===== src/rtl/riscv_tag_commit_unit.sv =====
// DIFT tag commit/check unit: 1-bit tag register file with same-cycle bypass, PC tag,
// and a tainted-control-flow trap FSM with a request/acknowledge handshake.
module riscv_tag_commit_unit #(
  parameter int unsigned NREGS = 32,
  parameter int unsigned CNT_W = 8
) (
  input  logic             clk,
  input  logic             rst_n,
  input  logic             ex_valid_i,
  input  logic             ex_ready_i,
  input  logic             branch_in_ex_i,
  input  logic             branch_decision_i,
  input  logic [4:0]       ex_waddr_i,
  input  logic             ex_we_tag_i,
  input  logic             ex_wdata_tag_i,
  input  logic             jump_target_tag_i,
  input  logic             pc_enable_tag_i,
  input  logic [4:0]       wb_waddr_i,
  input  logic             wb_we_tag_i,
  input  logic             wb_wdata_tag_i,
  input  logic [4:0]       raddr_a_i,
  input  logic [4:0]       raddr_b_i,
  input  logic [4:0]       raddr_c_i,
  output logic             rdata_a_tag_o,
  output logic             rdata_b_tag_o,
  output logic             rdata_c_tag_o,
  input  logic             check_en_i,
  output logic             pc_tag_o,
  output logic             trap_req_o,
  output logic [1:0]       trap_cause_o,
  input  logic             trap_ack_i,
  output logic             stall_o,
  output logic [CNT_W-1:0] trap_count_o
);

  typedef enum logic [1:0] {StIdle, StReq, StClr} state_e;

  state_e             state_q, state_d;
  logic [NREGS-1:0]   tag_q, tag_d;
  logic               pc_tag_q, pc_tag_d;
  logic [1:0]         cause_q, cause_d;
  logic [CNT_W-1:0]   cnt_q, cnt_d;

  logic ex_we;
  logic bc;
  logic ev_jump;
  logic ev_pc;

  assign ex_we   = ex_valid_i & ex_we_tag_i;
  assign bc      = branch_in_ex_i & ex_ready_i & branch_decision_i;
  assign ev_jump = bc & pc_enable_tag_i & jump_target_tag_i;
  assign ev_pc   = ex_valid_i & pc_tag_q;

  // EX is applied after WB so it wins on an address collision.
  always_comb begin
    tag_d = tag_q;
    for (int i = 1; i < NREGS; i++) begin
      if (wb_we_tag_i && (wb_waddr_i == 5'(i))) tag_d[i] = wb_wdata_tag_i;
      if (ex_we && (ex_waddr_i == 5'(i)))       tag_d[i] = ex_wdata_tag_i;
    end
    tag_d[0] = 1'b0;
  end

  function automatic logic read_tag(input logic [4:0] addr);
    logic val;
    if (addr == 5'd0) begin
      val = 1'b0;
    end else if (ex_we && (ex_waddr_i == addr)) begin
      val = ex_wdata_tag_i;
    end else if (wb_we_tag_i && (wb_waddr_i == addr)) begin
      val = wb_wdata_tag_i;
    end else begin
      val = tag_q[addr];
    end
    return val;
  endfunction

  assign rdata_a_tag_o = read_tag(raddr_a_i);
  assign rdata_b_tag_o = read_tag(raddr_b_i);
  assign rdata_c_tag_o = read_tag(raddr_c_i);

  always_comb begin
    state_d  = state_q;
    cause_d  = cause_q;
    pc_tag_d = pc_tag_q;
    cnt_d    = cnt_q;
    unique case (state_q)
      StIdle: begin
        if (bc && pc_enable_tag_i) pc_tag_d = jump_target_tag_i;
        if (check_en_i && (ev_jump || ev_pc)) begin
          state_d = StReq;
          cause_d = ev_jump ? 2'b01 : 2'b10;
          if (cnt_q != {CNT_W{1'b1}}) cnt_d = cnt_q + CNT_W'(1);
        end
      end
      StReq: begin
        if (trap_ack_i) state_d = StClr;
      end
      StClr: begin
        pc_tag_d = 1'b0;
        state_d  = StIdle;
      end
      default: state_d = StIdle;
    endcase
  end

  always_ff @(posedge clk or negedge rst_n) begin
    if (!rst_n) begin
      state_q  <= StIdle;
      tag_q    <= '0;
      pc_tag_q <= 1'b0;
      cause_q  <= 2'b00;
      cnt_q    <= '0;
    end else begin
      state_q  <= state_d;
      tag_q    <= tag_d;
      pc_tag_q <= pc_tag_d;
      cause_q  <= cause_d;
      cnt_q    <= cnt_d;
    end
  end

  assign pc_tag_o     = pc_tag_q;
  assign trap_req_o   = (state_q == StReq);
  assign stall_o      = (state_q != StIdle);
  assign trap_cause_o = cause_q;
  assign trap_count_o = cnt_q;

endmodule


===== config.mk =====
export PLATFORM = sky130hd
export DESIGN_NAME = riscv_tag_commit_unit
export DESIGN_NICKNAME = d
export VERILOG_FILES = /design/src/rtl/riscv_tag_commit_unit.sv
export SDC_FILE = /design/constraint.sdc
export NUM_CORES = 1
export LEC_CHECK = 0
export BUFFER_PORTS_ARGS = -buffer_cell sky130_fd_sc_hd__buf_2
export CAP_MARGIN = 25
export CORE_UTILIZATION = 60
export CTS_BUF_LIST = sky130_fd_sc_hd__clkbuf_16
export DETAILED_ROUTE_END_ITERATION = 8
export PLACE_DENSITY = 0.87
export SLEW_MARGIN = 30
export SYNTH_ARGS = -nofsm -noshare
export SYNTH_HDL_FRONTEND = slang
export SYNTH_SLANG_ARGS = --single-unit

===== constraint.sdc =====
create_clock -name clk -period 6.15 [get_ports clk]
set_clock_uncertainty 0.15 [all_clocks]
set_input_delay 1.23 -clock clk [delete_from_list [all_inputs] [get_ports clk]]
set_output_delay 1.23 -clock clk [all_outputs]
set_load 0.02 [all_outputs]

==> results.json, run 1 <==
{
  "area_growth_pct": 9.63,
  "p_int_mw": 0.745,
  "rsz0062_at_grt": "no",
  "root_buffer": "clkbuf_16",
  "switching_share": 0.361,
  "cts_buffers": 5,
  "syn-instance-count": 406,
  "avgSynthCellArea_um2": 9.50,
  "drc": 0,
  "arrival_ps": 3110,
  "placed_area_um2": 4050,
  "worstSetupPathDepth": 5,
  "max-cap-violations": 0,
  "dieArea_um2": 6750,
  "drt_iter0_markers": 389,
  "hpwl_mm": 7.69,
  "whs_path_depth": 2,
  "synth_cell_type_count": 49,
  "post_drt_wl_per_cell_um": 21.4,
  "r2r_end": "trap_count_o[5]",
  "yosys.area_share.simple": 0.203,
  "hold_path_class": "reg -> reg",
  "vias": 3553,
  "synth_adder_area_share": 0.00324,
  "track_usage": 0.335,
  "p_comb_frac": 0.333,
  "clockBufferDepth": 2,
  "ctsResizeCount": 0,
  "fin_cells": 511,
  "clock_power_share": 0.266,
  "syn-num-nets": 446,
  "fin_area_um2": 4230,
  "path_max_fanout": 31,
  "nets": 475,
  "synth.area.top_cells": "dfrtp_1, mux2i_1, mux4_2",
  "ant_nets": 0,
  "drive_gt1_frac": 0.204,
  "via_per_inst": 6.95,
  "grt_max_degree": 35,
  "layout_commonest_cell": "mux2i_1",
  "clkTransAtPathRegs_ps": 60,
  "grt_pass1_wl_mm": 16.6,
  "n_fill_cell": 460,
  "hold_viol_final": 0,
  "ctsHoldBuffers": 0,
  "synthesis.area_um2": 3860,
  "slew_headroom": 0.387,
  "synth_top_area_frac": 0.285,
  "grt_overflow_total": 0,
  "clock_latency_ps": 290,
  "ys_seq_area_frac": 0.285,
  "p_seq_frac": 0.400,
  "worst-path-buf-inv": 3,
  "drtPass1Iterations": 5,
  "ff2ff_setup_slack_ps": 4140,
  "ys_seq_elements": 44,
  "end_kind": "primary output",
  "p_leak_nw": 1.76,
  "cpPeakStageDelay_ps": 740,
  "n_antenna_cell": 0,
  "rows": 28,
  "htreeDepth": 2,
  "drt-total-wl_mm": 11.0,
  "core_area_um2": 6060,
  "critPathKind": "in -> out",
  "crit_start": "ex_wdata_tag_i",
  "cts_tree": "done",
  "start_util": 0.636,
  "synth-compound-area-share": 0.0798,
  "die_h_um": 82.2,
  "peakVddDrop_uv": 210,
  "muxShareOfSynthArea": 0.294,
  "synth_top_family_by_area": "multiplexers",
  "start_kind": "input port",
  "routabilityCongestion": 0.905,
  "ios": 55,
  "cp-endpoint": "rdata_b_tag_o",
  "r2r_start": "trap_count_o[0]",
  "worst_slew_pin_slew_ps": 913,
  "final_cell_mix": "mux2i_1, buf_2, dfrtp_1",
  "power.density_nw_per_um2": 276,
  "setup_viol": 0,
  "worst_r2r_path_depth": 7,
  "cp_top_family": "buffers and inverters",
  "grt_antenna_before_repair": 0,
  "timing.fmax_mhz": 223,
  "dpl.cell_count": 503,
  "grt_pass1_vias": 3283,
  "critPathRequiredTime_ps": 4770,
  "io_buffers": 54,
  "status": "complete, no violations",
  "power_mw": 1.17,
  "synth_xor_area_frac": 0.0772,
  "die_x_um": 82.2,
  "cp_common_cell": "buf_2",
  "yosysTopAreaCell": "dfrtp_1",
  "p_sw_mw": 0.421,
  "slew_viol_final": 0,
  "tns_ps": 0,
  "fin_crit_ps": 4490,
  "cts_setup_buffers": 0,
  "fin_crit_sh": 0.729,
  "critical_path.slowest_cell": "clkinv_1",
  "ys_warn_count": 0,
  "crit_chain": "buf_2, clkinv_1, or2_2, a22oi_2, buf_2",
  "cts.sinks": 44
}
## cells in the mapped netlist (all sizes together)
cell type / instances
o22ai: 1
nor2b: 10
or4: 2
mux4: 18
mux2: 5
nand4b: 1
or2: 2
dfrtp: 44
o21ai: 7
a21oi: 5
nor3: 17
a211oi: 5
clkbuf: 14
a221oi: 9
and2b: 2
a31oi: 5
nand2b: 6
nor3b: 1
mux2i: 65
a2111oi: 3
inv: 8
a22oi: 2
buf: 19
ha: 1
nor4: 7
o22a: 1
a31o: 1
and4: 2
nand3: 17
xor2: 17
and2: 1
nand2: 28
a21o: 1
nor2: 42
or3: 2
and3b: 1
nand4: 5
and3: 10
a41oi: 2
xnor2: 17
## sequential cells by signal (all words and copies together), names as in the netlist
register / cells
trap_cause_o: 2
tag_q: 31
trap_count_o: 8
pc_tag_o: 1
state_q: 2
## power by group through the flow
stage               logic, mW  clock network [mW]  registers [mW]
global placement        0.369                   0           0.456
CTS                     0.388               0.315           0.458
floorplan               0.270                   0           0.449
detailed placement      0.384                   0           0.463
global route            0.421               0.323           0.472
finish                  0.389               0.310           0.467
## worst reg2reg max path: cells and delay by family, from the launching register on
kind                       cells  cell delay [ps]
xor gates and xnor gates       1              140
AOI/OAI and AO/OA              1              350
and+or+nand+nor                4              610
DFF                            1              410
adders and majority gates      1              240
## cell families (layout without fill, tap and decap cells)
| group | after synthesis | after routing |
|---|---|---|
| AND/OR/NAND/NOR | 156 | 156 |
| flip-flops | 44 | 44 |
| buffers and inverters | 41 | 71 |
| XOR/XNOR | 34 | 34 |
| multiplexers | 88 | 88 |
| AO/OA/AOI/OAI | 42 | 42 |
| adder cells (fa/ha/maj) | 1 | 1 |
## through the flow
step	hold slack [ps]	util	setup slack (ps)
6_report	335	0.698	1660
5_1_grt	360	0.698	1590
4_1_cts	335	0.697	1740
3_5_place_dp	321	0.668	1740
3_3_place_gp	312	0.665	1850
2_1_floorplan	299	-	2150
## worst min-delay path by stage
stage / startpoint / to / slack (ps)
final: trap_cause_o[0] / trap_cause_o[0] / 340
after global placement: state_q[1] / pc_tag_o / 310
after CTS: trap_cause_o[0] / trap_cause_o[0] / 340
after floorplan: state_q[1] / pc_tag_o / 300
after detailed placement: trap_cause_o[0] / trap_cause_o[0] / 320
after global routing: state_q[1] / pc_tag_o / 360
## cell type report
type	count	area, um2	area share
multi-input combinational	321	2540	0.601
clock inverter	3	46.3	0.0109
timing repair buffer	55	290	0.0686
clock buffer	5	125	0.0296
inverter	8	30.0	0.00710
sequential	44	1100	0.260
tap	75	93.8	0.0222
## metal layers
metal,part of all wire,up-vias,GRT usage
met1,0.36,1691,0.425
met5,0,-,0
met2,0.48,262,0.555
met3,0.11,53,0.0571
met4,0.039,0,0.161
li1,-,1547,-
Note: power is estimated with default switching activity, not from simulation.
==> inputs of run 2 (changes only) <==
--- a/config.mk
+++ b/config.mk
@@ -5,12 +5,13 @@
 export SDC_FILE = /design/constraint.sdc
 export NUM_CORES = 1
 export LEC_CHECK = 0
+export ABC_AREA = 1
 export BUFFER_PORTS_ARGS = -buffer_cell sky130_fd_sc_hd__buf_2
 export CAP_MARGIN = 25
-export CORE_UTILIZATION = 60
+export CORE_UTILIZATION = 54
 export CTS_BUF_LIST = sky130_fd_sc_hd__clkbuf_16
 export DETAILED_ROUTE_END_ITERATION = 8
-export PLACE_DENSITY = 0.87
+export PLACE_DENSITY = 0.82
 export SLEW_MARGIN = 30
 export SYNTH_ARGS = -nofsm -noshare
 export SYNTH_HDL_FRONTEND = slang
==> constraint.sdc (replaced) <==
create_clock -name clk -period 3.9 [get_ports clk]
set_clock_uncertainty 0.15 [all_clocks]
set_input_delay 0.78 -clock clk [delete_from_list [all_inputs] [get_ports clk]]
set_output_delay 0.78 -clock clk [all_outputs]
set_load 0.02 [all_outputs]
==> results.json, run 2 <==
{
  "critical_path.slowest_cell": "clkinv_1",
  "power_mw": 1.81,
  "r2r_start": "trap_count_o[0]",
  "fin_crit_sh": 0.833,
  "cp_common_cell": "nand3_1",
  "syn-instance-count": 684,
  "power.density_nw_per_um2": 400,
  "routabilityCongestion": 1.01,
  "root_buffer": "clkbuf_16",
  "ys_seq_elements": 44,
  "routedLengthMet1_mm": 5.85,
  "final_cell_mix": "nand2_1, nand3_1, nor2_1",
  "hold_viol_final": 0,
  "start_kind": "input port",
  "via_per_inst": 6.07,
  "htreeDepth": 2,
  "ys_warn_count": 0,
  "timing.fmax_mhz": 308,
  "drive_gt1_frac": 0.142,
  "vias": 4963,
  "synth_common_cells": "nand2_1, nand3_1, nor2_1, inv_1, dfrtp_1",
  "avgSynthCellArea_um2": 6.14,
  "r2r_end": "trap_count_o[7]",
  "layout_commonest_cell": "nand2_1",
  "hold_path_class": "in -> async",
  "ys_seq_area_frac": 0.262,
  "core_area_um2": 7370,
  "ff2ff_setup_slack_ps": 2000,
  "worst-path-buf-inv": 3,
  "ios": 55,
  "cpPeakStageDelay_ps": 360,
  "syn-num-nets": 724,
  "drt-total-wl_mm": 15.4,
  "path_max_fanout": 12,
  "cts_setup_buffers": 0,
  "end_kind": "primary output",
  "setup_slack_ps": 651,
  "top_register": "tag_q",
  "clkTransAtPathRegs_ps": 60,
  "topRoutingLayerUsed": "met4",
  "clockBufferDepth": 2,
  "cts_tree": "done",
  "n_antenna_cell": 0,
  "rows": 31,
  "die_h_um": 90.2,
  "placed_area_um2": 4400,
  "peakVddDrop_uv": 319,
  "track_usage": 0.390,
  "drc": 0,
  "synthesis.area_um2": 4200,
  "grt_max_degree": 45,
  "drtPass1Iterations": 5,
  "clock_latency_ps": 280,
  "fin_area_um2": 4540,
  "ctsResizeCount": 0,
  "critPathRequiredTime_ps": 2970,
  "synth.area.top_cells": "dfrtp_1, nand2_1, nand3_1",
  "crit_chain": "buf_2, clkinv_1, nand3_1, nand3_1, nand2_1, nand2_1, nand3_1, nand3_1, a21oi_1, buf_2",
  "worstSetupPathDepth": 10,
  "async_flop_share": 1.00,
  "die_x_um": 90.2,
  "cts_buffers": 5,
  "io_buffers": 54,
  "dr_wl_met2_mm": 7.09,
  "post_drt_wl_per_cell_um": 18.8,
  "cp_top_family": "buffers and inverters",
  "slew_headroom": 0.587,
  "ctsHoldBuffers": 0,
  "yosysTopAreaCell": "dfrtp_1",
  "drt_iter0_markers": 413,
  "max-cap-violations": 0,
  "setup_viol": 0,
  "cts.sinks": 44,
  "grt_overflow_total": 0,
  "fin_crit_ps": 3250,
  "arrival_ps": 2320,
  "area_growth_pct": 8.14,
  "hpwl_mm": 11.5,
  "whs_ps": 334,
  "ant_nets": 0,
  "grt_pass1_vias": 4752,
  "status": "complete, no violations",
  "synth_top_area_frac": 0.262,
  "synthMostInstantiatedCell": "nand2_1",
  "synth_edf_count": 0,
  "tns_ps": 0,
  "grt_antenna_before_repair": 0,
  "nets": 758,
  "synth-main-ff-cell": "dfrtp_1",
  "worst_slew_pin_slew_ps": 619,
  "grt_pass1_wl_mm": 24.6,
  "n_fill_cell": 719,
  "rsz0062_at_grt": "no",
  "synth_cell_type_count": 35,
  "worst_r2r_path_depth": 6,
  "critPathKind": "in -> out",
  "wl_met3_mm": 1.71,
  "largest_reg_flops": 31,
  "pre_cts_ws_ps": 694,
  "start_util": 0.570,
  "slew_viol_final": 0,
  "dieArea_um2": 8130,
  "p_leak_nw": 2.18
}
## run 2: how the worst max path moves through the flow
| stage | start | end | slack (ps) |
|---|---|---|---|
| global placement | raddr_c_i[1] | rdata_c_tag_o | 670 |
| finish | raddr_c_i[1] | rdata_c_tag_o | 650 |
| CTS | raddr_c_i[1] | rdata_c_tag_o | 700 |
| floorplan | raddr_a_i[2] | rdata_a_tag_o | 1130 |
| detailed placement | raddr_c_i[1] | rdata_c_tag_o | 690 |
| global route | raddr_c_i[1] | rdata_c_tag_o | 580 |
## run 2: kinds of logic (layout without fill, tap and decap cells)
| family | Yosys count | in the layout | synth area share |
|---|---|---|---|
| muxes | 4 | 4 | 0.0101 |
| and+or+nand+nor | 408 | 408 | 0.429 |
| buffers and inverters | 113 | 148 | 0.125 |
| DFF | 44 | 44 | 0.262 |
| xor gates and xnor gates | 13 | 13 | 0.0271 |
| AOI/OAI and AO/OA | 101 | 101 | 0.143 |
| adders and majority gates | 1 | 1 | 0.00298 |
## run 2: where the power goes
part           leakage, nW  switching, mW  internal (mW)
Combinational         1.58          0.478          0.231
Sequential           0.526          0.131          0.568
Clock               0.0687          0.173          0.233
## run 2: per-stage QoR
| step | util | cells |
|---|---|---|
| floorplan | - | 684 |
| global placement | 0.597 | 810 |
| detailed placement | 0.597 | 810 |
| CTS | 0.616 | 818 |
| global route | 0.616 | 818 |
| finish | 0.616 | 818 |
## run 2: worst reg2reg max path: stages (launching register included)
cell and delay, ps:
dfrtp_1 410, ha_1 200, nand3_1 100, nor2_1 160, nand4_1 190, nand3_4 200, mux2_2 350
## run 2: layout make-up
cell class                 count  area, um2  share of cell area
multi-input combinational    527       2570               0.566
clock inverter                 3       15.0             0.00331
tap                           99        124              0.0273
inverter                      85        324              0.0714
clock buffer                   5        125              0.0276
sequential                    44       1100               0.243
timing repair buffer          55        280              0.0617
## run 2: layer usage
metal / vias up / global-route usage
li1: 2299 / -
met1: 2267 / 0.490
met2: 332 / 0.630
met3: 65 / 0.0863
met4: 0 / 0.192
met5: - / 0
==> inputs of run 3 (changes only) <==
--- a/config.mk
+++ b/config.mk
@@ -5,13 +5,13 @@
 export SDC_FILE = /design/constraint.sdc
 export NUM_CORES = 1
 export LEC_CHECK = 0
-export ABC_AREA = 1
+export ABC_AREA = 0
 export BUFFER_PORTS_ARGS = -buffer_cell sky130_fd_sc_hd__buf_2
 export CAP_MARGIN = 25
-export CORE_UTILIZATION = 54
+export CORE_UTILIZATION = 59
 export CTS_BUF_LIST = sky130_fd_sc_hd__clkbuf_16
 export DETAILED_ROUTE_END_ITERATION = 8
-export PLACE_DENSITY = 0.82
+export PLACE_DENSITY = 0.86
 export SLEW_MARGIN = 30
 export SYNTH_ARGS = -nofsm -noshare
 export SYNTH_HDL_FRONTEND = slang
==> constraint.sdc (replaced) <==
create_clock -name clk -period 3.06 [get_ports clk]
set_clock_uncertainty 0.15 [all_clocks]
set_input_delay 0.612 -clock clk [delete_from_list [all_inputs] [get_ports clk]]
set_output_delay 0.612 -clock clk [all_outputs]
set_load 0.02 [all_outputs]
==> results.json, run 3 (same netlist as run 1, synthesis figures left out) <==
{
  "die_x_um": 82.9,
  "r2r_start": "trap_count_o[0]",
  "hold_viol_final": 0,
  "drc": 0,
  "post_drt_wl_per_cell_um": 20.8,
  "worst_slew_pin_slew_ps": 697,
  "hpwl_mm": 8.04,
  "top_register": "tag_q",
  "topRoutingLayerUsed": "met4",
  "rsz0062_at_grt": "no",
  "start_util": 0.611,
  "drt-total-wl_mm": 11.0,
  "io_buffers": 54,
  "grt_pass1_wl_mm": 17.7,
  "htreeDepth": 2,
  "setup_slack_ps": 57.7,
  "start_kind": "input port",
  "grt_max_degree": 45,
  "core_area_um2": 6310,
  "p_sw_mw": 0.821,
  "pre_cts_ws_ps": 6.43,
  "grt_antenna_before_repair": 0,
  "fin_crit_ps": 3000,
  "root_buffer": "clkbuf_16",
  "ant_nets": 0,
  "drtPass1Iterations": 7,
  "track_usage": 0.327,
  "cts.sinks": 44,
  "grt_overflow_total": 0,
  "largest_reg_flops": 31,
  "final_cell_mix": "mux2i_1, buf_2, dfrtp_1",
  "peakVddDrop_uv": 512,
  "final_util": 0.686,
  "ios": 55,
  "n_antenna_cell": 0,
  "path_max_fanout": 15,
  "hold_path_class": "in -> async",
  "max-cap-violations": 0,
  "clkTransAtPathRegs_ps": 60,
  "layout_commonest_cell": "mux2i_1",
  "cts_tree": "done",
  "dieArea_um2": 6870,
  "whs_ps": 165,
  "power_mw": 2.24,
  "vias": 3602,
  "nets": 493,
  "slew_viol_final": 0,
  "grt_pass1_vias": 3671,
  "clock_latency_ps": 280,
  "switching_share": 0.366,
  "crit_start": "raddr_b_i[1]",
  "routabilityCongestion": 0.970,
  "drive_gt1_frac": 0.234,
  "critPathRequiredTime_ps": 2300,
  "routedLengthMet1_mm": 4.11,
  "arrival_ps": 2240,
  "end_kind": "primary output",
  "p_comb_frac": 0.358,
  "p_int_mw": 1.42,
  "dr_wl_met2_mm": 5.20,
  "p_leak_nw": 1.83,
  "p_seq_frac": 0.415,
  "clockBufferDepth": 2,
  "cts_buffers": 5,
  "area_growth_pct": 12.3,
  "rows": 29,
  "critPathKind": "in -> out",
  "fin_crit_sh": 0.981,
  "tns_ps": 0,
  "timing.fmax_mhz": 333,
  "status": "complete, no violations",
  "via_per_inst": 6.80,
  "clock_power_share": 0.226,
  "setup_viol": 0,
  "cts_setup_buffers": 0,
  "slew_headroom": 0.531,
  "power.density_nw_per_um2": 517,
  "drt_iter0_markers": 288,
  "wl_met3_mm": 1.11,
  "die_h_um": 82.9
}
run 3: changes by cell type in the layout (fill, tap and decap cells not counted), sizes merged, moves of 22 or more:
cell and change:
a21oi -33, nand3 -82, mux2i +63, o21ai -22, inv -77, nor2 -42
nand2 -184
run 3: power groups by stage:
stage          sequential [mW]  clock, mW  combinational [mW]
2_1_floorplan            0.902          0               0.542
3_3_place_gp             0.909          0               0.768
3_5_place_dp             0.924          0               0.791
4_1_cts                  0.915      0.517               0.796
5_1_grt                  0.939      0.540               0.869
6_report                 0.931      0.507               0.802
run 3: cell type report:
| cell class | count | area [um2] |
|---|---|---|
| multi-input combinational | 321 | 2540 |
| fill | 488 | 1980 |
| sequential | 44 | 1100 |
| timing repair buffer | 73 | 424 |
| clock buffer | 5 | 125 |
| tap | 77 | 96.3 |
| inverter | 8 | 30.0 |
| clock inverter | 2 | 12.5 |
run 3: what timing repair did:
item                       in CTS  in global routing
setup endpoints to repair       0                  3
hold buffers                    0                  0
resized for setup               0                  6
run 3: metrics by stage:
stage / std cells / instance area [um2]
6_report: 530 / 4330
5_1_grt: 530 / 4330
4_1_cts: 530 / 4310
3_5_place_dp: 523 / 4180
3_3_place_gp: 523 / 4180
2_1_floorplan: 406 / 3860
run 3: metal layers:
| layer | vias up | GRT usage |
|---|---|---|
| li1 | 1577 | - |
| met1 | 1687 | 0.393 |
| met2 | 267 | 0.521 |
| met3 | 71 | 0.0726 |
| met4 | 0 | 0.229 |
| met5 | - | 0 |
run 3: worst paths after layout:
check / end / slack [ps] / cells past startpoint
worst max-delay path: rdata_b_tag_o / 60 / 7
worst min-delay path: tag_q[10] / 160 / 1
worst max register to register: trap_count_o[7] / 1040 / 7
worst min register to register: pc_tag_o / 330 / 1
max in group asynchronous: tag_q[16] / 2210 / 1
min in group clk: pc_tag_o / 330 / 1
run 3: worst max-delay path: stages:
cell and delay (ps):
clkbuf_4 210, mux2i_1 150, mux4_2 460, or3_1 310
a31o_1 190, a22oi_2 120, buf_2 180
